==> config.mk <==
export PLATFORM = sky130hd
export DESIGN_NAME = rns_conv_sched
export DESIGN_NICKNAME = d
export VERILOG_FILES = /design/src/rtl/rns_conv_sched.sv
export SDC_FILE = /design/constraint.sdc
export NUM_CORES = 1
export LEC_CHECK = 0
export CAP_MARGIN = 20
export CORE_MARGIN = 1.5
export CORE_UTILIZATION = 47
export CTS_BUF_LIST = sky130_fd_sc_hd__clkbuf_8
export DETAILED_ROUTE_END_ITERATION = 6
export PLACE_DENSITY = 0.88
export SYNTH_ARGS = -nofsm -noshare
export SYNTH_HDL_FRONTEND = slang
export SYNTH_SLANG_ARGS = --single-unit
==> constraint.sdc <==
create_clock -name clk -period 3 [get_ports clk]
set_clock_uncertainty 0.2 [all_clocks]
set_input_delay 0.6 -clock clk [delete_from_list [all_inputs] [get_ports clk]]
set_output_delay 0.6 -clock clk [all_outputs]
set_load 0.02 [all_outputs]
==> src/rtl/rns_conv_sched.sv <==
// Round-robin scheduler sharing one binary-to-RNS converter among NREQ requesters.
// Optional statistics counters are enabled with the RNS_SCHED_STATS_EN macro.
module rns_conv_sched #(
  parameter int NREQ       = 4,
  parameter int DYN_SIZE   = 16,
  parameter int MAX_MOD    = 5,
  parameter int CONV_LAT   = 2,
  parameter int FIFO_DEPTH = 4,
  parameter int TAG_W      = 2
) (
  input  logic                       clk,
  input  logic                       reset,
  input  logic [NREQ-1:0]            req_valid,
  input  logic [NREQ*DYN_SIZE-1:0]   req_data,
  output logic [NREQ-1:0]            req_ready,
  output logic                       conv_en,
  output logic [DYN_SIZE-1:0]        conv_n,
  input  logic [4*MAX_MOD-1:0]       conv_res,
  output logic                       out_valid,
  input  logic                       out_ready,
  output logic [TAG_W-1:0]           out_tag,
  output logic [4*MAX_MOD-1:0]       out_res,
  output logic                       busy
`ifdef RNS_SCHED_STATS_EN
  ,
  output logic [NREQ*16-1:0]         stat_grants,
  output logic [15:0]                stat_stall
`endif
);

  localparam int CW = $clog2(FIFO_DEPTH + 1) + 1;
  localparam int PW = (FIFO_DEPTH > 1) ? $clog2(FIFO_DEPTH) : 1;
  localparam int RW = 4 * MAX_MOD;
  localparam logic [CW-1:0] DEPTH_C = CW'(FIFO_DEPTH);
  localparam logic [PW-1:0] LAST_C  = PW'(FIFO_DEPTH - 1);

  logic [TAG_W-1:0]    r_rr_ptr;
  logic                r_conv_en;
  logic [DYN_SIZE-1:0] r_conv_n;
  logic [TAG_W-1:0]    r_issue_tag;
  logic [CONV_LAT-1:0] r_pipe_v;
  logic [TAG_W-1:0]    r_pipe_tag [CONV_LAT];
  logic [TAG_W-1:0]    r_fifo_tag [FIFO_DEPTH];
  logic [RW-1:0]       r_fifo_res [FIFO_DEPTH];
  logic [PW-1:0]       r_wr_ptr;
  logic [PW-1:0]       r_rd_ptr;
  logic [CW-1:0]       r_fifo_count;
  logic [CW-1:0]       r_inflight;
  logic                r_busy;

  logic                w_found;
  logic [TAG_W-1:0]    w_win;
  logic [TAG_W-1:0]    w_next_ptr;
  logic [CW-1:0]       w_used;
  logic                w_can_grant;
  logic                w_grant;
  logic                w_push;
  logic                w_pop;
  logic [CW-1:0]       w_fifo_next;
  logic [CW-1:0]       w_inflight_next;
  logic [DYN_SIZE-1:0] w_operand;

  // First valid requester at or after the round-robin pointer wins.
  always_comb begin
    w_found = 1'b0;
    w_win   = '0;
    for (int k = 0; k < NREQ; k++) begin
      if (!w_found && req_valid[(int'(r_rr_ptr) + k) % NREQ]) begin
        w_found = 1'b1;
        w_win   = TAG_W'((int'(r_rr_ptr) + k) % NREQ);
      end
    end
  end

  assign out_valid = (r_fifo_count != '0);
  assign w_pop     = out_valid && out_ready;
  assign w_push    = r_pipe_v[CONV_LAT-1];
  assign w_used    = r_fifo_count + r_inflight;
  // A pop this cycle returns its credit immediately.
  assign w_can_grant     = (w_used < DEPTH_C) || w_pop;
  assign w_grant         = w_found && w_can_grant && !reset;
  assign req_ready       = w_grant ? (NREQ'(1) << w_win) : '0;
  assign w_next_ptr      = (int'(w_win) == NREQ - 1) ? '0 : w_win + 1'b1;
  assign w_operand       = req_data[w_win*DYN_SIZE +: DYN_SIZE];
  assign w_fifo_next     = r_fifo_count + CW'(w_push) - CW'(w_pop);
  assign w_inflight_next = r_inflight + CW'(w_grant) - CW'(w_push);

  always_ff @(posedge clk) begin
    if (reset) begin
      r_rr_ptr     <= '0;
      r_conv_en    <= 1'b0;
      r_conv_n     <= '0;
      r_issue_tag  <= '0;
      r_pipe_v     <= '0;
      for (int k = 0; k < CONV_LAT; k++) r_pipe_tag[k] <= '0;
      r_wr_ptr     <= '0;
      r_rd_ptr     <= '0;
      r_fifo_count <= '0;
      r_inflight   <= '0;
      r_busy       <= 1'b0;
    end else begin
      r_conv_en <= w_grant;
      if (w_grant) begin
        r_rr_ptr    <= w_next_ptr;
        r_conv_n    <= w_operand;
        r_issue_tag <= w_win;
      end
      // Tag pipe mirrors the converter latency so tags meet their results.
      r_pipe_v[0]   <= r_conv_en;
      r_pipe_tag[0] <= r_issue_tag;
      for (int k = 1; k < CONV_LAT; k++) begin
        r_pipe_v[k]   <= r_pipe_v[k-1];
        r_pipe_tag[k] <= r_pipe_tag[k-1];
      end
      if (w_push) r_wr_ptr <= (r_wr_ptr == LAST_C) ? '0 : r_wr_ptr + 1'b1;
      if (w_pop)  r_rd_ptr <= (r_rd_ptr == LAST_C) ? '0 : r_rd_ptr + 1'b1;
      r_fifo_count <= w_fifo_next;
      r_inflight   <= w_inflight_next;
      r_busy       <= (w_fifo_next != '0) || (w_inflight_next != '0);
    end
  end

  // Storage needs no reset: the head is masked whenever the FIFO is empty.
  always_ff @(posedge clk) begin
    if (w_push) begin
      r_fifo_tag[r_wr_ptr] <= r_pipe_tag[CONV_LAT-1];
      r_fifo_res[r_wr_ptr] <= conv_res;
    end
  end

  assign conv_en = r_conv_en;
  assign conv_n  = r_conv_n;
  assign out_tag = out_valid ? r_fifo_tag[r_rd_ptr] : '0;
  assign out_res = out_valid ? r_fifo_res[r_rd_ptr] : '0;
  assign busy    = r_busy;

`ifdef RNS_SCHED_STATS_EN
  logic [15:0] r_stat_grants [NREQ];
  logic [15:0] r_stat_stall;

  always_ff @(posedge clk) begin
    if (reset) begin
      for (int i = 0; i < NREQ; i++) r_stat_grants[i] <= '0;
      r_stat_stall <= '0;
    end else begin
      for (int i = 0; i < NREQ; i++) begin
        if (w_grant && (int'(w_win) == i) && (r_stat_grants[i] != 16'hFFFF))
          r_stat_grants[i] <= r_stat_grants[i] + 16'd1;
      end
      if ((|req_valid) && !w_can_grant && (r_stat_stall != 16'hFFFF))
        r_stat_stall <= r_stat_stall + 16'd1;
    end
  end

  always_comb begin
    stat_grants = '0;
    for (int i = 0; i < NREQ; i++) stat_grants[i*16 +: 16] = r_stat_grants[i];
  end
  assign stat_stall = r_stat_stall;
`endif

endmodule
==> results of run 1 <==
[power breakdown]
group	switching (uW)	total [uW]	leakage, uW	internal (uW)
sequential	127	2260	0.00115	2140
combinational	1670	3320	0.00167	1650
clock	704	1620	0.000213	915
total	2500	7200	0.00303	4700
[worst reg2reg max path, delay by kind of cell, from the launching register on]
kind / cells / cell delay, ps
adder cells (fa/ha/maj): 4 / 1200
AND/OR/NAND/NOR: 4 / 660
flip-flops: 1 / 330
AO/OA/AOI/OAI: 2 / 260
buffers and inverters: 2 / 160
XOR/XNOR: 1 / 140
[placed cells by master (no fill, tap or decap), types with 3 or more instances in the layout]
cell / Yosys / final
and2_1: 26 / 26
buf_4: 2 / 39
xnor2_1: 5 / 3
dfxtp_1: 42 / 38
nor2b_1: 27 / 26
o21ai_0: 21 / 21
o21a_1: 33 / 33
inv_2: 0 / 4
xor2_1: 3 / 3
buf_6: 0 / 4
o31ai_1: 16 / 16
inv_6: 0 / 5
a211oi_1: 32 / 32
ha_4: 0 / 4
clkbuf_8: 0 / 17
inv_1: 18 / 14
bufinv_16: 0 / 4
clkdlybuf4s50_1: 0 / 105
edfxtp_1: 88 / 88
nand2_1: 5 / 3
mux4_2: 22 / 22
dfxtp_2: 0 / 3
ha_1: 20 / 15
a21o_1: 3 / 3
nor2_4: 0 / 4
nor2_1: 13 / 10
a21oi_1: 8 / 7
dlygate4sd2_1: 0 / 26
[synth_stat cells]
library cell	instances	area share
a2111oi_4	1	0.0047
a211oi_1	32	0.041
a21o_1	3	0.0038
a21oi_1	8	0.0068
a311oi_1	2	0.0030
a31oi_1	1	0.0011
and2_1	26	0.028
and2b_1	1	0.0013
and3_1	3	0.0032
and4_1	1	0.0015
buf_2	13	0.011
buf_4	2	0.0025
clkbuf_1	11	0.0070
clkinv_2	1	0.00085
dfxtp_1	42	0.14
edfxtp_1	88	0.45
fa_1	2	0.0068
ha_1	20	0.042
inv_1	18	0.011
mux2i_1	2	0.0034
mux4_2	22	0.084
nand2_1	5	0.0032
nand4_1	1	0.0011
nor2_1	13	0.0083
nor2_2	1	0.0011
nor2b_1	27	0.029
nor3_1	1	0.00085
nor4b_1	1	0.0015
nor4b_4	1	0.0040
o21a_1	33	0.042
o21ai_0	21	0.018
o21ai_2	1	0.0015
o21ba_2	1	0.0017
o31ai_1	16	0.020
or2_1	1	0.0011
or3b_1	1	0.0015
xnor2_1	5	0.0074
xor2_1	3	0.0045
[sequential cells by signal, summed over array words and instances (netlist names), named ones only]
name,cells
r_fifo_res,80
busy,1
r_pipe_tag,4
conv_n,16
r_fifo_count,4
r_fifo_tag,8
r_issue_tag,2
r_pipe_v,2
r_rr_ptr,2
r_wr_ptr,2
r_rd_ptr,2
r_inflight,4
conv_en,1
[cell families (layout without fill, tap and decap cells)]
kind of cell / after synthesis / after routing / synth area share
compound gates: 119 / 119 / 0.1434
fa+ha+maj: 22 / 22 / 0.04922
flops: 130 / 130 / 0.5906
xor+xnor: 8 / 8 / 0.01188
simple gates: 83 / 83 / 0.08465
mux: 24 / 24 / 0.08740
buf+inv: 45 / 231 / 0.03288
[worst max path at each step]
stage,from,to,slack [ps],cells after the start
2_1_floorplan,r_fifo_count[1],busy,-50,13
3_3_place_gp,req_valid[2],req_ready[2],-600,8
3_5_place_dp,req_valid[2],req_ready[2],-680,8
4_1_cts,r_fifo_count[2],busy,1,13
5_1_grt,r_fifo_count[2],busy,-150,13
6_report,r_fifo_count[2],busy,-50,13
[metrics by stage]
stage / std cells / utilization / power (uW) / hold slack [ps] / setup WS [ps]
after floorplan: 431 / - / 4138 / 213.8 / -45.92
after global placement: 742 / 0.6319 / 5310 / 220.6 / -597.3
after detailed placement: 742 / 0.6319 / 5399 / 221.2 / -681.8
after CTS: 780 / 0.6775 / 7083 / 238.6 / 1.050
after global routing: 785 / 0.6858 / 7617 / 263.3 / -154.2
final: 785 / 0.6858 / 7202 / 236.3 / -52.02
[layout make-up]
cell class,instances,area share
multi-input cells,256,0.2854
well taps,168,0.02531
clock inverters,15,0.02455
clock buffers,17,0.02817
repair buffers,180,0.2076
flip-flops and latches,130,0.4202
inverters,19,0.008736
[timing repair]
| action | in CTS | in global routing |
|---|---|---|
| pin swaps | 13 | 3 |
| gates cloned | 1 | 1 |
| gates resized for setup | 66 | 12 |
| endpoints found under the setup margin | 27 | 4 |
| setup buffers | 6 | 4 |
[routing by layer]
metal  part of all wire  vias to the layer above
li1                   -                     1976
met1               0.37                     2013
met2               0.54                      161
met3              0.072                       23
met4              0.016                        0
met5                  0                        -
==> summary.txt, run 1 <==
Global route
  – GRT Util Overall: 0.2138
  – Grt ovf: 0
  – First-pass GRT wire length: 21540 um
  – Vias in the first global route: 4385
  – GR Util met2: 0.3960
  – GR Util met1: 0.2291
  – GRT busiest layer: met2
  – Initial antenna violation count: 0
  – GR Util met3: 0.06484
  – Largest net degree at the start of global routing: 39

STA
  – Final hold violation count: 0
  – Final WS setup: -52.02 ps
  – Unrepaired setup endpoints after global routing: true
  – Fmax: 0.3277 GHz
  – Final period util: 1.017
  – Setup TNS: -52.02 ps
  – Final Critical Period: 3052 ps
  – Slew @ Worst Pin: 579.5 ps
  – Final setup viols: 1
  – Max Slew Vio Count: 0
  – Slew HR: 0.6137

Worst setup path
  – Crit-path max FO: 2
  – Crit path DAT: 3160 ps
  – Worst Path Required: 3110 ps
  – Top delay family on crit path: adder cells
  – Critical Setup Path Class: register to register
  – R2R Path Start: r_fifo_count[2]
  – R2R Setup Slk: -50 ps
  – Crit-path cells: buf_6, ha_4, nor2_4, xnor2_2, o21ai_2, nand2_2, ha_4, inv_2, ha_4, fa_1, nor4b_2, and4_1, a21oi_2
  – R2R depth: 13
  – Slowest cell delay on critical path: 470 ps
  – Most used cell, CP: ha_4
  – CP Launch Type: register
  – CP Buf/Inv Count: 2
  – Slowest cell on crit path: fa_1
  – FF-to-FF End: busy
  – Endpoint type of the worst setup path: register

Finish
  – Nets: 717
  – Area growth, synth to finish: 40.84%
  – # diodes: 0
  – Finished Cell Area: 0.008307 mm2
  – Multi-input combinational cell area: 0.002371 mm2
  – Layout fillers: 850
  – Layout cells sized above 1: 0.2204
  – Register Area: 0.003491 mm2

Outcome
  – Outcome: finished, violations left
  – Violated checks: setup timing

Drt
  – Routed vias: 4173
  – Via/cell ratio: 5.316
  – DR WL/cell: 17.27 um
  – DR DRC count: 0
  – Routed Antenna Nets: 0
  – DRT Wirelength: 13560 um
  – First-pass iteration count of the detailed router: 6
  – Starting DRT DRC Count: 225

Power and ir drop
  – Pwr/cell area: 867.0 mW/mm2
  – Largest vdd supply drop: 0.4258 mV
  – Pleak: 0.003031 uW

Synthesis
  – Syn nets: 544
  – Seq/Total Area, Yosys: 0.5906
  – Cells after synthesis: 431
  – Syn Std Cell Area: 0.005898 mm2
  – Ys Warns: 0
  – Yosys reg bits: 130
  – Synth unique cells: 38
  – Syn Area/Cell: 13.68 um2

Flow run
  – Number of max-cap violations: 0

Worst hold path
  – Hold Crit Class: register to register
  – WHS Endpoint: r_pipe_tag[0][3]
  – Hold Crit Depth: 1
  – HP Start: r_pipe_tag[0][1]

Floorplan
  – Die boundary height: 115.0 um
  – Ports: 136
  – Full die area: 0.01323 mm2
  – Initial Util: 0.4870
  – Area of the core: 0.01211 mm2
  – Row count: 40
  – Die width: 115.0 um

Placement
  – Buffers on Ports: 135
  – Placer Congestion: 0.7935
  – Dpl hpwl: 9145 um
  – DP Area: 0.007654 mm2

CTS
  – Hold buffer count at CTS: 0
  – CTS tree: done
  – Clk root buf: clkbuf_8
  – Clk slew on worst S/H paths: 80 ps
  – Clk_lat worst skew: 430 ps
  – CTS buffer count: 17
  – H-tree levels: 4
  – CTS max path bufs: 2
  – Clock sinks: 130
Power figures use the tool's default switching activity.
==> inputs of run 2 (changes only) <==
Settings changed: SLEW_MARGIN from default to 15.
==> results of run 2 <==
Same layout as run 1: the final DEF is identical, and so are final timing and power.
==> inputs of run 3 (changes only) <==
Settings changed: CORE_UTILIZATION 47 to 25, PLACE_DENSITY 0.88 to 0.56.
==> run 3 against run 2 <==
The run now ends clean. Final cell count grew 19%. Clock power shrank 11%. Non-clock buffer count is the same. Flip-flop and latch count is the same. Sequential power is essentially flat. Global-route usage shrank 9.2 points. Via count shrank 0.84%. Critical path type unchanged.
==> summary.txt, run 3 (synthesis results as in run 1) <==
Drt
  – First-pass iteration count of the detailed router: 5 (-1)
  – DR DRC count: 0 (unchanged)
  – DRT Wirelength: 14390 um (+6.1%)
  – Via/cell ratio: 4.421 (-17%)
  – Routed vias: 4138 (-0.84%)
  – Starting DRT DRC Count: 139 (-38%)
  – Routed Antenna Nets: 0 (unchanged)
  – DR WL/cell: 15.38 um (-11%)

STA
  – Setup TNS: 0 ps (+52.02 ps)
  – WHS: 247.0 ps (+10.67 ps)
  – Fmax: 0.3430 GHz (+4.7%)
  – Max Slew Vio Count: 0 (unchanged)
  – Final WS setup: 84.46 ps (+136.5 ps)
  – Slew @ Worst Pin: 576.5 ps (-3.028 ps)
  – Slew HR: 0.6157 (+0.002018)
  – Final period util: 0.9718 (-0.04549)
  – Final setup viols: 0 (-1)
  – Unrepaired setup endpoints after global routing: true
  – Final Critical Period: 2916 ps (-136.5 ps)
  – Final hold violation count: 0 (unchanged)

Worst hold path
  – Hold Crit Class: register to register
  – Hold Crit Depth: 1 (unchanged)

Floorplan
  – Die boundary height: 156.6 um (+36%)
  – Row count: 56 (+40%)
  – Die width: 156.6 um (+36%)
  – Full die area: 0.02452 mm2 (+85%)
  – Area of the core: 0.02333 mm2 (+93%)
  – Initial Util: 0.2528 (-0.2342)
  – Ports: 136 (unchanged)

Worst setup path
  – FF-to-FF End: busy
  – Crit-path max FO: 2 (unchanged)
  – Most used cell, CP: ha_4
  – Endpoint type of the worst setup path: register
  – Critical Setup Path Class: register to register
  – R2R Setup Slk: 80 ps (+140 ps)
  – R2R depth: 12 (-1)
  – Crit-path cells: ha_4, a31oi_4, xnor2_2, o21ai_4, nand2_2, ha_4, inv_2, ha_4, fa_1, nor4b_2, and4_1, a21oi_1
  – Worst Path Required: 3100 ps (about the same)
  – R2R Path Start: r_fifo_count[1]
  – Crit path DAT: 3010 ps (-150 ps)
  – Critical path origin: r_fifo_count[1]
  – Slowest cell on crit path: fa_1
  – Slowest cell delay on critical path: 480 ps (about the same)
  – CP Launch Type: register
  – Capture point of the worst path: busy

Placement
  – Placer Congestion: 0.7845 (-1.1%)
  – Buffers on Ports: 135 (unchanged)
  – Setup WS pre-CTS: -691.5 ps (-9.664 ps)
  – DP Area: 0.007859 mm2 (+2.7%)
  – Dpl hpwl: 10070 um (+10%)

CTS
  – CTS tree: done
  – Clock sinks: 130 (unchanged)
  – CTS max path bufs: 2 (unchanged)
  – H-tree levels: 4 (unchanged)
  – Clk_lat worst skew: 440 ps (about the same)
  – Clk slew on worst S/H paths: 90 ps (about the same)
  – Clk root buf: clkbuf_8
  – Hold buffer count at CTS: 0 (unchanged)
  – CTS buffer count: 17 (unchanged)

Finish
  – Area growth, synth to finish: 42.70%
  – Layout cells sized above 1: 0.2334 (+0.01297)
  – Max FFs per register: 80 (unchanged)
  – Reg with most FFs: r_fifo_res
  – Register Area: 0.003496 mm2 (+0.14%)
  – Multi-input combinational cell area: 0.002386 mm2 (+0.63%)
  – Layout fillers: 2282 (+170%)
  – # diodes: 0 (unchanged)
  – Most common cell after layout, fill and taps aside: clkdlybuf4s50_1
  – Finished Cell Area: 0.008417 mm2 (+1.3%)
  – Most frequent cells in the layout: clkdlybuf4s50_1 (105), edfxtp_1 (88), buf_4 (42)
  – Nets: 717 (unchanged)

Outcome
  – Outcome: completed

Power and ir drop
  – Pleak: 0.002978 uW (-1.8%)
  – Largest vdd supply drop: 0.2670 mV (-37%)
  – Power consumption: 6988 uW (-3.0%)
  – Pwr/cell area: 830.2 mW/mm2 (-4.2%)

Global route
  – Largest net degree at the start of global routing: 39 (unchanged)
  – First-pass GRT wire length: 22540 um (+4.6%)
  – Grt ovf: 0 (unchanged)
  – Vias in the first global route: 4394 (+0.21%)
  – GRT Util Overall: 0.1214 (-0.09244)
  – Initial antenna violation count: 0 (unchanged)

Flow run
  – Number of max-cap violations: 0 (unchanged)
==> run 3: cell type report <==
cell class | instances | share of cell area
Clock inverter | 15 | 0.01739
Sequential cell | 130 | 0.4153
Timing Repair Buffer | 180 | 0.1999
Multi-Input combinational cell | 256 | 0.2835
Clock buffer | 17 | 0.02780
Inverter | 19 | 0.008622
Tap cell | 319 | 0.04742
==> run 3: power breakdown <==
part | switching [uW] | total [uW] | internal, uW
Combinational | 1660 | 3270 | 1610
Sequential | 140 | 2280 | 2140
Clock | 763 | 1440 | 677
==> run 3: routing by layer <==
metal	up-vias	global-route usage	routed length (um)
li1	1979	-	-
met1	1989	0.1376	6122
met2	159	0.2112	7043
met3	11	0.04569	1089
met4	0	0.03719	137
met5	-	0	0
==> run 3: stage by stage <==
step	cells	util
floorplan	431	-
CTS	934	0.3561
global route	936	0.3607
detailed placement	895	0.3368
global placement	895	0.3368
finish	936	0.3607
==> run 3: critical path: cells and delay by family (launching register included) <==
kind	cells	cell delay [ps]
AOI/OAI and AO/OA	3	310
xor gates and xnor gates	1	180
adders and majority gates	4	1180
buffers and inverters	1	40
DFF	1	360
and+or+nand+nor	3	520
==> run 3: worst min-delay path by stage <==
stage / start / endpoint / slack, ps
6_report: r_pipe_v[0] / r_pipe_v[1] / 250
5_1_grt: r_pipe_v[0] / r_pipe_v[1] / 270
4_1_cts: r_pipe_v[0] / r_pipe_v[1] / 260
3_5_place_dp: r_pipe_v[0] / r_pipe_v[1] / 230
3_3_place_gp: r_pipe_v[0] / r_pipe_v[1] / 230
2_1_floorplan: r_pipe_tag[0][0] / r_pipe_tag[0][2] / 210
==> run 3: timing repair <==
action                                  CTS  global route
endpoints found under the setup margin   28             5
gates resized for setup                  63            23
pin swaps                                12            11
buffers inserted                          8             2
